<file path="config.mk">
export PLATFORM = sky130hd
export DESIGN_NAME = inverse_hadamard4pt_serial_flat
export DESIGN_NICKNAME = d
export VERILOG_FILES = /design/src/rtl/hadamard_pkg.sv /design/src/rtl/inverse_hadamard4pt_serial_if.sv /design/src/rtl/hadamard_acc_lane.sv /design/src/rtl/inverse_hadamard4pt_serial.sv /design/src/flat_wrapper.sv
export SDC_FILE = /design/constraint.sdc
export NUM_CORES = 1
export LEC_CHECK = 0
export CAP_MARGIN = 10
export CORE_ASPECT_RATIO = 0.6
export CORE_MARGIN = 1.5
export CORE_UTILIZATION = 54
export DETAILED_ROUTE_END_ITERATION = 12
export GPL_TIMING_DRIVEN = 0
export HOLD_SLACK_MARGIN = 0.1
export PLACE_DENSITY = 0.75
export SLEW_MARGIN = 20
export SYNTH_ARGS = -nofsm -noshare
export SYNTH_HDL_FRONTEND = slang
export SYNTH_SLANG_ARGS = --single-unit
export TNS_END_PERCENT = 20
</file>
<file path="constraint.sdc">
create_clock -name clk -period 5 [get_ports clk]
set_input_delay 1 -clock clk [delete_from_list [all_inputs] [get_ports clk]]
set_output_delay 1 -clock clk [all_outputs]
set_load 0.05 [all_outputs]
</file>
<file path="src/rtl/hadamard_pkg.sv">
// Shared widths, sample limits and Sylvester sign table for the serial
// 4-point inverse Hadamard decoder.
package hadamard_pkg;

  localparam int COEF_W     = 12;
  localparam int SAMPLE_W   = 9;
  localparam int ACC_W      = 14;
  localparam int NUM_LANES  = 4;
  localparam int SAMPLE_MAX = 255;
  localparam int SAMPLE_MIN = -256;

  // H_NEG[n][k] = 1 when H[n][k] = -1, i.e. popcount(n & k) is odd.
  localparam logic [NUM_LANES-1:0][NUM_LANES-1:0] H_NEG = {
    4'b0110,  // n3: + - - +
    4'b1100,  // n2: + + - -
    4'b1010,  // n1: + - + -
    4'b0000   // n0: + + + +
  };

endpackage

</file>
<file path="src/rtl/inverse_hadamard4pt_serial_if.sv">
// Coefficient-in / sample-out bundle for the serial inverse Hadamard decoder.
interface inverse_hadamard4pt_serial_if;
  import hadamard_pkg::*;

  logic                       in_valid;
  logic                       in_first;
  logic signed [COEF_W-1:0]   y_in;
  logic signed [SAMPLE_W-1:0] x0, x1, x2, x3;
  logic                       out_valid;
  logic                       inexact;
  logic                       sat;
  logic                       frame_err;

  modport master (
    output in_valid, in_first, y_in,
    input  x0, x1, x2, x3, out_valid, inexact, sat, frame_err
  );

  modport slave (
    input  in_valid, in_first, y_in,
    output x0, x1, x2, x3, out_valid, inexact, sat, frame_err
  );

endinterface

</file>
<file path="src/rtl/hadamard_acc_lane.sv">
// One output lane: signed accumulator with load/add/sub, plus a registered
// floor-divide-by-4 and saturate stage captured on the frame's last term.
module hadamard_acc_lane
  import hadamard_pkg::*;
(
  input  logic                       clk,
  input  logic                       rst,
  input  logic                       acc_en,
  input  logic                       load,
  input  logic                       neg,
  input  logic                       fin,
  input  logic signed [COEF_W-1:0]   y,
  output logic signed [SAMPLE_W-1:0] x,
  output logic                       inexact,
  output logic                       sat
);

  localparam logic signed [ACC_W-1:0] SAT_HI = ACC_W'(SAMPLE_MAX);
  localparam logic signed [ACC_W-1:0] SAT_LO = ACC_W'(SAMPLE_MIN);

  logic signed [ACC_W-1:0] acc, yext, term, sum, shifted;

  always_comb begin
    yext    = {{(ACC_W-COEF_W){y[COEF_W-1]}}, y};
    term    = neg ? -yext : yext;
    sum     = (load ? '0 : acc) + term;
    // Arithmetic shift gives floor division, matching the reference rounding.
    shifted = sum >>> 2;
  end

  always_ff @(posedge clk) begin
    if (rst) begin
      acc     <= '0;
      x       <= '0;
      inexact <= 1'b0;
      sat     <= 1'b0;
    end else begin
      if (acc_en) acc <= sum;
      if (fin) begin
        inexact <= |sum[1:0];
        if (shifted > SAT_HI) begin
          x   <= SAT_HI[SAMPLE_W-1:0];
          sat <= 1'b1;
        end else if (shifted < SAT_LO) begin
          x   <= SAT_LO[SAMPLE_W-1:0];
          sat <= 1'b1;
        end else begin
          x   <= shifted[SAMPLE_W-1:0];
          sat <= 1'b0;
        end
      end
    end
  end

endmodule

</file>
<file path="src/rtl/inverse_hadamard4pt_serial.sv">
// Serial 4-point inverse Hadamard: four coefficients in, four samples out
// one cycle after the last coefficient; index/framing logic lives here.
module inverse_hadamard4pt_serial
  import hadamard_pkg::*;
(
  input  logic                          clk,
  input  logic                          rst,
  inverse_hadamard4pt_serial_if.slave   bus
);

  logic [1:0] idx, eidx;
  logic       accept, load, fin, resync;
  logic       out_valid_q, frame_err_q;

  logic [NUM_LANES-1:0]                    lane_inx, lane_sat;
  logic signed [SAMPLE_W-1:0]              lane_x [NUM_LANES];

  // in_first restarts the frame: the coefficient is always index 0.
  always_comb begin
    accept = bus.in_valid;
    eidx   = (bus.in_valid && bus.in_first) ? 2'd0 : idx;
    resync = accept && bus.in_first && (idx != 2'd0);
    load   = accept && (eidx == 2'd0);
    fin    = accept && (eidx == 2'd3);
  end

  always_ff @(posedge clk) begin
    if (rst) begin
      idx         <= 2'd0;
      out_valid_q <= 1'b0;
      frame_err_q <= 1'b0;
    end else begin
      if (accept) idx <= eidx + 2'd1;
      out_valid_q <= fin;
      frame_err_q <= resync;
    end
  end

  for (genvar k = 0; k < NUM_LANES; k++) begin : g_lane
    hadamard_acc_lane u_lane (
      .clk     (clk),
      .rst     (rst),
      .acc_en  (accept),
      .load    (load),
      .neg     (H_NEG[eidx][k]),
      .fin     (fin),
      .y       (bus.y_in),
      .x       (lane_x[k]),
      .inexact (lane_inx[k]),
      .sat     (lane_sat[k])
    );
  end

  assign bus.x0        = lane_x[0];
  assign bus.x1        = lane_x[1];
  assign bus.x2        = lane_x[2];
  assign bus.x3        = lane_x[3];
  assign bus.out_valid = out_valid_q;
  assign bus.frame_err = frame_err_q;
  assign bus.inexact   = |lane_inx;
  assign bus.sat       = |lane_sat;

endmodule

</file>
<file path="src/flat_wrapper.sv">
// flat-port wrapper written by rule: the top's interface ports become plain ports
module inverse_hadamard4pt_serial_flat import hadamard_pkg::*;
  (clk, rst, bus_in_valid, bus_in_first, bus_y_in, bus_x0, bus_x1, bus_x2, bus_x3, bus_out_valid, bus_inexact, bus_sat, bus_frame_err);
  inverse_hadamard4pt_serial_if bus_i ();
  input  logic clk;
  input  logic rst;
  input wire logic [$bits(bus_i.in_valid)-1:0] bus_in_valid;
  input wire logic [$bits(bus_i.in_first)-1:0] bus_in_first;
  input wire logic [$bits(bus_i.y_in)-1:0] bus_y_in;
  output wire logic [$bits(bus_i.x0)-1:0] bus_x0;
  output wire logic [$bits(bus_i.x1)-1:0] bus_x1;
  output wire logic [$bits(bus_i.x2)-1:0] bus_x2;
  output wire logic [$bits(bus_i.x3)-1:0] bus_x3;
  output wire logic [$bits(bus_i.out_valid)-1:0] bus_out_valid;
  output wire logic [$bits(bus_i.inexact)-1:0] bus_inexact;
  output wire logic [$bits(bus_i.sat)-1:0] bus_sat;
  output wire logic [$bits(bus_i.frame_err)-1:0] bus_frame_err;
  assign bus_i.in_valid = bus_in_valid;
  assign bus_i.in_first = bus_in_first;
  assign bus_i.y_in = bus_y_in;
  assign bus_x0 = bus_i.x0;
  assign bus_x1 = bus_i.x1;
  assign bus_x2 = bus_i.x2;
  assign bus_x3 = bus_i.x3;
  assign bus_out_valid = bus_i.out_valid;
  assign bus_inexact = bus_i.inexact;
  assign bus_sat = bus_i.sat;
  assign bus_frame_err = bus_i.frame_err;
  inverse_hadamard4pt_serial u_core (.clk(clk), .rst(rst), .bus(bus_i));
endmodule
</file>
## Word level (Yosys, flattened, before mapping)

Cells that the tools add are included.

| storage, ports and cells | value |
|---|---|
| word-level logic and storage cells | 74 |
| bits in registers | 104 |
| input bits | 16 |
| output and inout port bits | 40 |

| operators by class | value |
|---|---|
| mux-type cells | 27 |
| eq/ne operators | 1 |
| $lt $le $gt $ge | 9 |
| reductions and logical operators | 12 |
| add/sub/neg operators | 6 |

Operators with widths:

| operator | number |
|---|---|
| 14-bit 2-to-1 mux | 8 |
| 9-bit 2-to-1 mux | 8 |
| 14-bit adder | 4 |
| 12-bit by 9-bit > comparator with 1-bit output (second input constant) | 4 |
| 12-bit by 9-bit < comparator with 1-bit output (second input constant) | 4 |
| 12-bit negator with 14-bit output | 1 |
| 4-bit binary-select mux with 2-bit select | 1 |
| 1-bit 2-to-1 mux | 8 |
| 2-bit OR reduction | 4 |
| 4-bit OR reduction | 2 |
| 1-bit logical AND | 4 |
| 4-bit 2-to-1 mux | 1 |
| 2-bit by 3-bit < comparator with 1-bit output (second input constant) | 1 |
| 2-bit by 1-bit adder with 2-bit output (second input constant) | 1 |
| 2-bit equality test (second input constant) | 1 |
| 2-bit logical NOT | 1 |
| 2-bit 2-to-1 mux | 1 |
| 2-bit nonzero test | 1 |

## Depth between registers and ports, before layout

Gate-level depths: netlist of run 1.

| logic depth | value |
|---|---|
| depth after elaboration | 9 |
| mapped depth | 20 |
| depth with buffers taken out | 17 |

## By module

Synthesis of run 1 repeated with hierarchy kept, for this count alone.

| unflattened totals | value |
|---|---|
| cell total of the unflattened synthesis | 1042 |
| area, all modules | 8672.1 um2 |

By module, submodules not included:

| module | sequential area each (um2) | cells each | area an instance (um2) | instances |
|---|---|---|---|---|
| hadamard_acc_lane at u_core.g_lane[0].u_lane ... | 500.5 | 256 | 2127.0 | 2 |
| hadamard_acc_lane at u_core.g_lane[1].u_lane | 500.5 | 253 | 2114.5 | 1 |
| hadamard_acc_lane at u_core.g_lane[3].u_lane | 500.5 | 253 | 2097.0 | 1 |
| inverse_hadamard4pt_serial | 80.1 | 24 | 206.4 | 1 |

## Least setup slack after synthesis of run 1

Ideal clock, no wire load.

| timing path | value |
|---|---|
| kind | input to register |
| start | in bus_in_valid |
| end | reg u_core.g_lane[3].u_lane.x[2] |
| data required time | 4868 ps |
| stages | 18 |
| arrival | 4716 ps |
| setup slack | 153 ps |
| library setup time | 132 ps |
| buffers on the path | 3 |
| cell sequence | buf_2 > nand2_1 > and2_1 > buf_2 > ha_1 > clkbuf_1 > inv_1 > a21boi_0 > inv_1 > ha_1 > a211oi_1 > o21ai_1 > a2111oi_4 > o21ai_1 > xnor2_2 > or3_1 > o22ai_4 > o32ai_1 |

| on the way | value |
|---|---|
| word-level cells in the longest chain between the ends | 9 |
| elaborated cells between the ends (all ways) | 15 |
| those cells by class | 1 x add/sub; 2 x order compare; 1 x eq/ne; 7 x mux; 4 x reduce/logical |

RTL lines:

| element | line | RTL |
|---|---|---|
| start: declaration | flat_wrapper.sv:7 | `input wire logic [$bits(bus_i.in_valid)-1:0] bus_in_valid;` |
| 1-bit logical AND | inverse_hadamard4pt_serial.sv:21 | `eidx = (bus.in_valid && bus.in_first) ? 2'd0 : idx;` |
| 2-bit 2-to-1 mux | inverse_hadamard4pt_serial.sv:21 |  |
| 4-bit binary-select mux with 2-bit select / 2-bit logical NOT (equally long branches) | inverse_hadamard4pt_serial.sv:45, inverse_hadamard4pt_serial.sv:23 |  |
| 4-bit 2-to-1 mux (implied by the code) / 1-bit logical AND (equally long branches) | inverse_hadamard4pt_serial.sv:45, inverse_hadamard4pt_serial.sv:23 |  |
| 14-bit 2-to-1 mux, on equally long branches | hadamard_acc_lane.sv:25, hadamard_acc_lane.sv:26 |  |
| 14-bit adder | hadamard_acc_lane.sv:26 | `sum = (load ? '0 : acc) + term;` |
| 12-bit by 9-bit < comparator with 1-bit output | hadamard_acc_lane.sv:44 | `end else if (shifted < SAT_LO) begin` |
| 9-bit 2-to-1 mux | hadamard_acc_lane.sv:44 |  |
| 9-bit 2-to-1 mux | hadamard_acc_lane.sv:41 | `if (shifted > SAT_HI) begin` |
| end signal: assignment | hadamard_acc_lane.sv:42 | `x <= SAT_HI[SAMPLE_W-1:0];` |
| end signal: assignment | hadamard_acc_lane.sv:45 | `x <= SAT_LO[SAMPLE_W-1:0];` |
| end signal: assignment | hadamard_acc_lane.sv:48 | `x <= shifted[SAMPLE_W-1:0];` |
| end: declaration | hadamard_acc_lane.sv:13 | `output logic signed [SAMPLE_W-1:0] x,` |

Several ways; a longest one is shown, not always the timed one. The select of a mux whose other input is x is not followed.
A chain may end at the register's enable or synchronous reset.

## Worst setup path after layout of run 1

| timing path | value |
|---|---|
| start | in bus_y_in[4] |
| end | reg u_core.g_lane[2].u_lane.x[3] |

| on the way | value |
|---|---|
| word-level cells in the longest chain between the ends | 6 |
| elaborated cells between the ends (all ways) | 7 |
| those cells by class | 2 x add/sub; 2 x order compare; 3 x mux |

RTL lines:

| element | line | RTL |
|---|---|---|
| start: declaration | flat_wrapper.sv:9 | `input wire logic [$bits(bus_i.y_in)-1:0] bus_y_in;` |
| 12-bit negator with 14-bit output | hadamard_acc_lane.sv:25 | `term = neg ? -yext : yext;` |
| 14-bit 2-to-1 mux (*) | hadamard_acc_lane.sv:25 |  |
| 14-bit adder (*) | hadamard_acc_lane.sv:26 |  |
| 12-bit by 9-bit < comparator with 1-bit output | hadamard_acc_lane.sv:44 |  |
| 9-bit 2-to-1 mux | hadamard_acc_lane.sv:44 |  |
| 9-bit 2-to-1 mux (*) | hadamard_acc_lane.sv:41 |  |
| end signal: assignment | hadamard_acc_lane.sv:42 |  |
| end signal: assignment | hadamard_acc_lane.sv:45 |  |
| end signal: assignment | hadamard_acc_lane.sv:48 |  |
| end: declaration | hadamard_acc_lane.sv:13 |  |

Mark *: on every way between the ends. The rest lies on a longest branch, timed or not.

==> results.py, run 1 <==
metrics = {
    "run_status": {
        "status": "finished, final reports clean",
    },
    "clocking": {
        "clock-sinks": 104,
        "cts_tree": "built",
        "ctsHtreeMaxLevel": 3,
        "cts_root_buf": "clkbuf_16",
        "clk_latency_ns": 0.35,
        "clkTransAtPathRegs_ns": 0.07,
        "clockBufferDepth": 2,
        "cts_buffers": 9,
        "ctsHoldBuffers": 0,
    },
    "die": {
        "io_pins": 56,
        "start_util_pct": 55.4,
        "dieHeight_um": 94.7,
        "dieWidth_um": 156,
        "rows": 33,
        "die_area_um2": 14800,
        "core_um2": 13700,
    },
    "placement": {
        "hpwlAfterDp_um": 16600,
        "place_congestion": 1.01,
        "port-buffer-count": 54,
        "placed_area_um2": 8360,
        "dp.cells": 1170,
    },
    "yosys": {
        "synth_ff_type": "dfxtp_1",
        "netlist_instances": 924,
        "yosysTopAreaCell": "dfxtp_1",
        "ys_ff_latch": 104,
        "synth-edff-count": 0,
        "synth_top_area_share_pct": 27.5,
        "netlist_area_um2": 7570,
        "syn_area_per_cell_um2": 8.20,
        "synth.top_cells.by_count": "155 x nor2_1, 104 x dfxtp_1, 77 x nand2_1",
        "ys_types": 80,
        "synthTopCellsByArea": "dfxtp_1 27%, ha_1 9.1%, nor2_1 7.7%, mux2i_1 5.3%, xnor2_1 4.6%",
        "seq_area_frac_synth_pct": 27.5,
        "synthArstFlopShare_pct": 0,
        "ys_warn_count": 0,
        "syn_nets": 999,
        "synth.most_common_cell": "nor2_1",
    },
    "critical_path": {
        "required_ns": 5.21,
        "path_max_fanout": 7,
        "crit_arrival_ns": 5.04,
        "r2r_slack_ns": 0.85,
        "worstSetupPathType": "input pin to flop",
        "endpoint_kind": "flop",
        "start_kind": "input pin",
    },
    "pwr": {
        "peakVddDrop_mv": 0.203,
        "p_total_mw": 2.94,
        "internal_power_mw": 1.86,
        "p_comb_share_pct": 42.0,
        "p_switching_mw": 1.09,
        "netSwitchingFraction_pct": 36.9,
        "p_per_area_nw_per_um2": 325,
        "p_seq_share_pct": 31.6,
        "p_clk_share_pct": 26.3,
        "p_leak_nw": 3.66,
    },
    "cells_and_area": {
        "multi_input_area_um2": 5340,
        "fin_cells": 1205,
        "final_util_pct": 66.2,
        "regArea_um2": 2080,
        "drive_above_1_share_pct": 11.6,
        "syn2layout_area_growth_pct": 19.5,
        "fin_nets": 1085,
        "diodes": 0,
        "nFillCells": 1177,
        "final_area_um2": 9050,
    },
    "drt": {
        "ant_nets": 0,
        "firstDrtPassIters": 7,
        "wire_per_inst_um": 19.2,
        "dr.first_iter.drc_count": 744,
        "drt_wl_total_um": 23100,
        "via_per_inst": 5.93,
        "dr_total_vias": 7140,
        "drc": 0,
    },
    "grt": {
        "grt_pass1_vias": 6576,
        "antenna_found_initial": 0,
        "gr-usage-met3_pct": 8.54,
        "grt_start_max_net_pins": 16,
        "use_met2_pct": 47.9,
        "grtUsageMet1_pct": 47.1,
        "overflow": 0,
        "grtUsageTotal_pct": 32.5,
        "grt_first_pass_wirelength_um": 36400,
        "busiest_layer": "met2",
    },
    "sta": {
        "holdWs_ns": 0.480,
        "drv_slew": 0,
        "worst_pin_slew_ns": 1.02,
        "fin_worst_skew_ns": 0.00648,
        "layout_min_cycle_time_ns": 4.83,
        "period_share_pct": 96.6,
        "max_slew_margin_pct": 31.9,
        "finalSetupViolCount": 0,
        "fmax_ghz": 0.207,
        "hold_viol": 0,
    },
    "worst_hold_path": {
        "worst_hold_path_type": "flop to flop",
    },
    "flow_run": {
        "maxCapViolations": 0,
    },
}
==> layout by cell type, fill, tap and decap left out, types with 7 or more instances in the layout <==
master	count
xor2_1	17
nand3_1	16
buf_4	20
nor3_1	21
clkdlybuf4s50_1	50
dfxtp_1	104
a21oi_1	43
nor2_1	154
inv_1	20
xnor2_1	39
buf_1	7
o32ai_1	8
nor2b_1	8
ha_1	51
o21a_1	11
and2_1	54
o21ai_1	15
a211oi_1	37
o21ai_0	23
clkbuf_1	18
mux2i_1	40
nand2_1	75
clkbuf_16	9
a21o_1	9
or3_1	7
nand2b_1	8
==> power by group through the flow <==
stage                     combinational (mW)  sequential, mW  clock (mW)
final                                   1.24           0.931       0.775
after global routing                    1.35           0.938       0.805
after CTS                               1.19           0.930       0.775
after detailed placement                1.12           0.948           0
after global placement                  1.11           0.946           0
after floorplan                        0.870           0.957           0
==> logic make-up after synthesis <==
logic type | Yosys count | share of synthesized area (%)
and+or+nand+nor | 378 | 23.6
AOI/OAI and AO/OA | 209 | 20.9
DFF | 104 | 27.5
buffers and inverters | 67 | 3.88
xor gates and xnor gates | 66 | 8.33
adders and majority gates | 59 | 10.1
muxes | 41 | 5.58
==> per-layer routing <==
metal / vias to the layer above / share of wire (%)
met4: 0 / 1.6
met2: 328 / 41
met3: 33 / 10
met5: - / 0
met1: 3365 / 47
li1: 3414 / -
==> through the flow <==
step | TNS [ns] | setup WS (ns)
5_1_grt | -0.0302 | -0.0302
6_report | 0 | 0.169
3_3_place_gp | -51.81 | -1.16
3_5_place_dp | -54.80 | -1.20
2_1_floorplan | 0 | 0.153
4_1_cts | 0 | 0.0139
==> final timing paths <==
kind,endpoint,from,cells past startpoint
worst max-delay path,u_core.g_lane[2].u_lane.x[3],bus_y_in[4],17
worst min-delay path,u_core.g_lane[1].u_lane.acc[13],u_core.g_lane[1].u_lane.acc[13],2
worst max register to register,u_core.g_lane[3].u_lane.x[5],u_core.idx[0],19
worst min register to register,u_core.g_lane[1].u_lane.acc[13],u_core.g_lane[1].u_lane.acc[13],2
==> critical path: stages <==
cell	delay [ns]
clkdlybuf4s50_1	0.47
buf_6	0.18
nor4_4	0.34
nand2_2	0.14
or3_1	0.44
nand2_1	0.13
xnor2_1	0.18
ha_1	0.36
a21oi_1	0.27
o21ai_4	0.12
a2111oi_2	0.29
nor2_1	0.14
xor2_2	0.18
or3_1	0.36
a21oi_4	0.15
buf_4	0.20
a211oi_1	0.08
==> flip-flops by register name, indices dropped and copies added (netlist names) <==
| signal | flops |
|---|---|
| u_core.g_lane.u_lane.x | 36 |
| u_core.g_lane.u_lane.inexact | 4 |
| u_core.g_lane.u_lane.sat | 4 |
| u_core.bus.out_valid | 1 |
| u_core.g_lane.u_lane.acc | 56 |
| u_core.idx | 2 |
| u_core.bus.frame_err | 1 |
==> repair_timing <==
| item | 4_1_cts | 5_1_grt |
|---|---|---|
| pin swaps | 17 | 6 |
| resized for setup | 39 | 17 |
| endpoints found under the setup margin | 56 | 33 |
| setup buffers | 17 | 5 |
==> final cells by class <==
class,count,share of cell area [%]
multi-input cells,753,59.0
flip-flops and latches,104,23.0
repair buffers,76,8.24
clock buffers,11,2.68
plain buffers,43,2.67
well taps,192,2.65
inverters,23,1.06
clock inverters,3,0.746
Power figures use the tool's default switching activity.
==> run 2: changes to the inputs <==
--- a/config.mk
+++ b/config.mk
@@ -11,7 +11,6 @@
 export CORE_UTILIZATION = 54
 export DETAILED_ROUTE_END_ITERATION = 12
 export GPL_TIMING_DRIVEN = 0
-export HOLD_SLACK_MARGIN = 0.1
 export PLACE_DENSITY = 0.75
 export SLEW_MARGIN = 20
 export SYNTH_ARGS = -nofsm -noshare
==> constraint.sdc (replaced) <==
create_clock -name clk -period 5 [get_ports clk]
set_input_delay 0.75 -clock clk [delete_from_list [all_inputs] [get_ports clk]]
set_output_delay 0.75 -clock clk [all_outputs]
set_load 0.05 [all_outputs]
==> results.py, run 2 (synthesis results as in run 1) <==
metrics = {
    "sta": {
        "drv_slew": 0,
        "max_slew_margin_pct": 31.1,
        "hold_viol": 0,
        "finalSetupViolCount": 0,
        "layout_min_cycle_time_ns": 4.96,
        "period_share_pct": 99.3,
        "worst_pin_slew_ns": 1.03,
        "fin_worst_skew_ns": 0.00972,
        "fmax_ghz": 0.201,
        "rsz0062_at_grt": "yes",
        "fin_tns_setup_ns": 0,
    },
    "clocking": {
        "ctsHtreeMaxLevel": 3,
        "clk_latency_ns": 0.36,
        "cts_buffers": 9,
        "cts_tree": "built",
        "cts_root_buf": "clkbuf_16",
        "clock-sinks": 104,
        "clockBufferDepth": 2,
        "clkTransAtPathRegs_ns": 0.07,
    },
    "drt": {
        "drt_wl_total_um": 23300,
        "dr_total_vias": 7139,
        "dr.first_iter.drc_count": 678,
        "maxUsedRoutingLayer": "met4",
        "drc": 0,
        "wl_met2_um": 9540,
        "firstDrtPassIters": 5,
        "wl_met3_um": 2450,
        "ant_nets": 0,
        "via_per_inst": 5.97,
        "wire_per_inst_um": 19.5,
        "met1Wirelength_um": 11000,
    },
    "critical_path": {
        "crit_chain": "clkdlybuf4s50_1, nand2_1, and2_1, buf_4, inv_6, ha_4, nand2_8, buf_6, and2_1, ha_1, fa_2, a211o_1, a211oi_2, o32ai_2, o31a_1, xnor2_4, nand3_1, a21oi_4, buf_12, a211oi_1",
        "worstSetupPathType": "input pin to flop",
        "reg2reg_to": "u_core.g_lane[0].u_lane.x[0]",
        "slowest_stage": "clkdlybuf4s50_1",
        "endpoint_kind": "flop",
        "start_kind": "input pin",
        "required_ns": 5.20,
        "crit_arrival_ns": 5.16,
        "r2r_slack_ns": 0.74,
        "reg2reg_from": "u_core.idx[0]",
        "path_max_fanout": 10,
        "max_stage_delay_ns": 0.51,
        "critPathMostFrequentCell": "and2_1",
        "r2r_cells": 18,
    },
    "cells_and_area": {
        "drive_above_1_share_pct": 10.7,
        "diodes": 0,
        "syn2layout_area_growth_pct": 18.6,
        "largest_reg_flops": 56,
        "final_area_um2": 8980,
        "mostFrequentLayoutCells": "154 x nor2_1, 104 x dfxtp_1, 75 x nand2_1, 54 x and2_1",
        "fin_nets": 1075,
        "top_regs": "u_core.g_lane.u_lane.acc: 56 flops, u_core.g_lane.u_lane.x: 36 flops",
        "final_common_cell": "nor2_1",
        "top_register": "u_core.g_lane.u_lane.acc",
    },
    "worst_hold_path": {
        "worst_hold_path_type": "flop to flop",
        "hold_path_depth": 2,
        "hold_end": "u_core.g_lane[1].u_lane.acc[13]",
        "hp-start": "u_core.g_lane[1].u_lane.acc[13]",
    },
    "pwr": {
        "p_per_area_nw_per_um2": 327,
        "internal_power_mw": 1.84,
        "p_total_mw": 2.94,
        "netSwitchingFraction_pct": 37.3,
        "p_leak_nw": 3.60,
        "p_switching_mw": 1.09,
        "p_seq_share_pct": 31.7,
        "p_comb_share_pct": 41.8,
        "peakVddDrop_mv": 0.190,
        "p_clk_share_pct": 26.5,
    },
    "grt": {
        "overflow": 0,
        "antenna_found_initial": 0,
        "grt_first_pass_wirelength_um": 36100,
        "grtUsageTotal_pct": 32.2,
        "grt_start_max_net_pins": 16,
        "grt_pass1_vias": 6522,
    },
    "placement": {
        "place_congestion": 1.01,
        "hpwlAfterDp_um": 16600,
        "placed_area_um2": 8360,
        "port-buffer-count": 54,
    },
    "flow_run": {
        "maxCapViolations": 0,
    },
    "die": {
        "io_pins": 56,
        "rows": 33,
        "dieHeight_um": 94.7,
        "start_util_pct": 55.4,
        "dieWidth_um": 156,
        "core_um2": 13700,
        "die_area_um2": 14800,
    },
    "run_status": {
        "status": "finished, final reports clean",
    },
}
-- run 2: cell count changes in the layout (fill, tap and decap cells not counted), sizes merged --
cell,change
clkdlybuf4s50,+2
dlygate4sd2,-1
clkbuf,-2
buf,-8
dlymetal6s2s,-1
-- run 2: worst max-delay path, delay by kind of cell --
family	cells	cell delay, ns
AO/OA/AOI/OAI	6	1.40
XOR/XNOR	1	0.30
adder cells (fa/ha/maj)	3	0.81
buffers and inverters	5	1.14
AND/OR/NAND/NOR	5	0.75
-- run 2: metal layers --
metal  GRT usage, %  vias to the layer above
met2           47.1                      336
met1           46.8                     3382
met5              0                        -
li1               -                     3393
met4           6.90                        0
met3           8.86                       28
-- run 2: layout make-up --
cell class | instances | area, µm²
timing repair buffer | 66 | 669
sequential | 104 | 2080
inverter | 23 | 96.3
tap | 192 | 240
clock inverter | 3 | 67.6
multi-input combinational | 753 | 5360
buffer | 43 | 229
clock buffer | 11 | 243
fill | 1177 | 4680
-- run 2: what timing repair did --
action	in CTS	in global routing
setup buffers	8	4
setup endpoints to repair	50	36
gates cloned	0	0
pin swaps	5	9
hold buffers	0	0
gates resized for setup	18	38
-- run 2: per-stage QoR --
| step | cells | util (%) | hold WS (ns) | setup WS, ns |
|---|---|---|---|---|
| floorplan | 924 | - | 0.441 | 0.403 |
| global placement | 1170 | 61.1 | 0.452 | -0.907 |
| detailed placement | 1170 | 61.1 | 0.463 | -0.945 |
| CTS | 1191 | 64.5 | 0.474 | 0.0111 |
| global route | 1195 | 65.7 | 0.492 | -0.0842 |
| finish | 1195 | 65.7 | 0.476 | 0.0357 |
-- run 2: worst max-delay path by stage --
stage,startpoint,depth (start not counted),to,slack (ns)
2_1_floorplan,bus_in_valid,18,u_core.g_lane[3].u_lane.x[2],0.40
3_3_place_gp,bus_in_first,19,u_core.g_lane[0].u_lane.x[0],-0.91
3_5_place_dp,bus_in_first,20,u_core.g_lane[1].u_lane.x[5],-0.95
4_1_cts,bus_in_first,20,u_core.g_lane[0].u_lane.x[0],0.01
5_1_grt,bus_in_first,18,u_core.g_lane[3].u_lane.x[3],-0.08
6_report,bus_in_first,20,u_core.g_lane[0].u_lane.x[0],0.04
-- run 2: power groups by stage --
stage / clock network [mW] / logic, mW / registers (mW)
finish: 0.779 / 1.23 / 0.930
global route: 0.804 / 1.34 / 0.938
CTS: 0.775 / 1.16 / 0.930
detailed placement: 0 / 1.12 / 0.948
global placement: 0 / 1.11 / 0.946
floorplan: 0 / 0.870 / 0.957
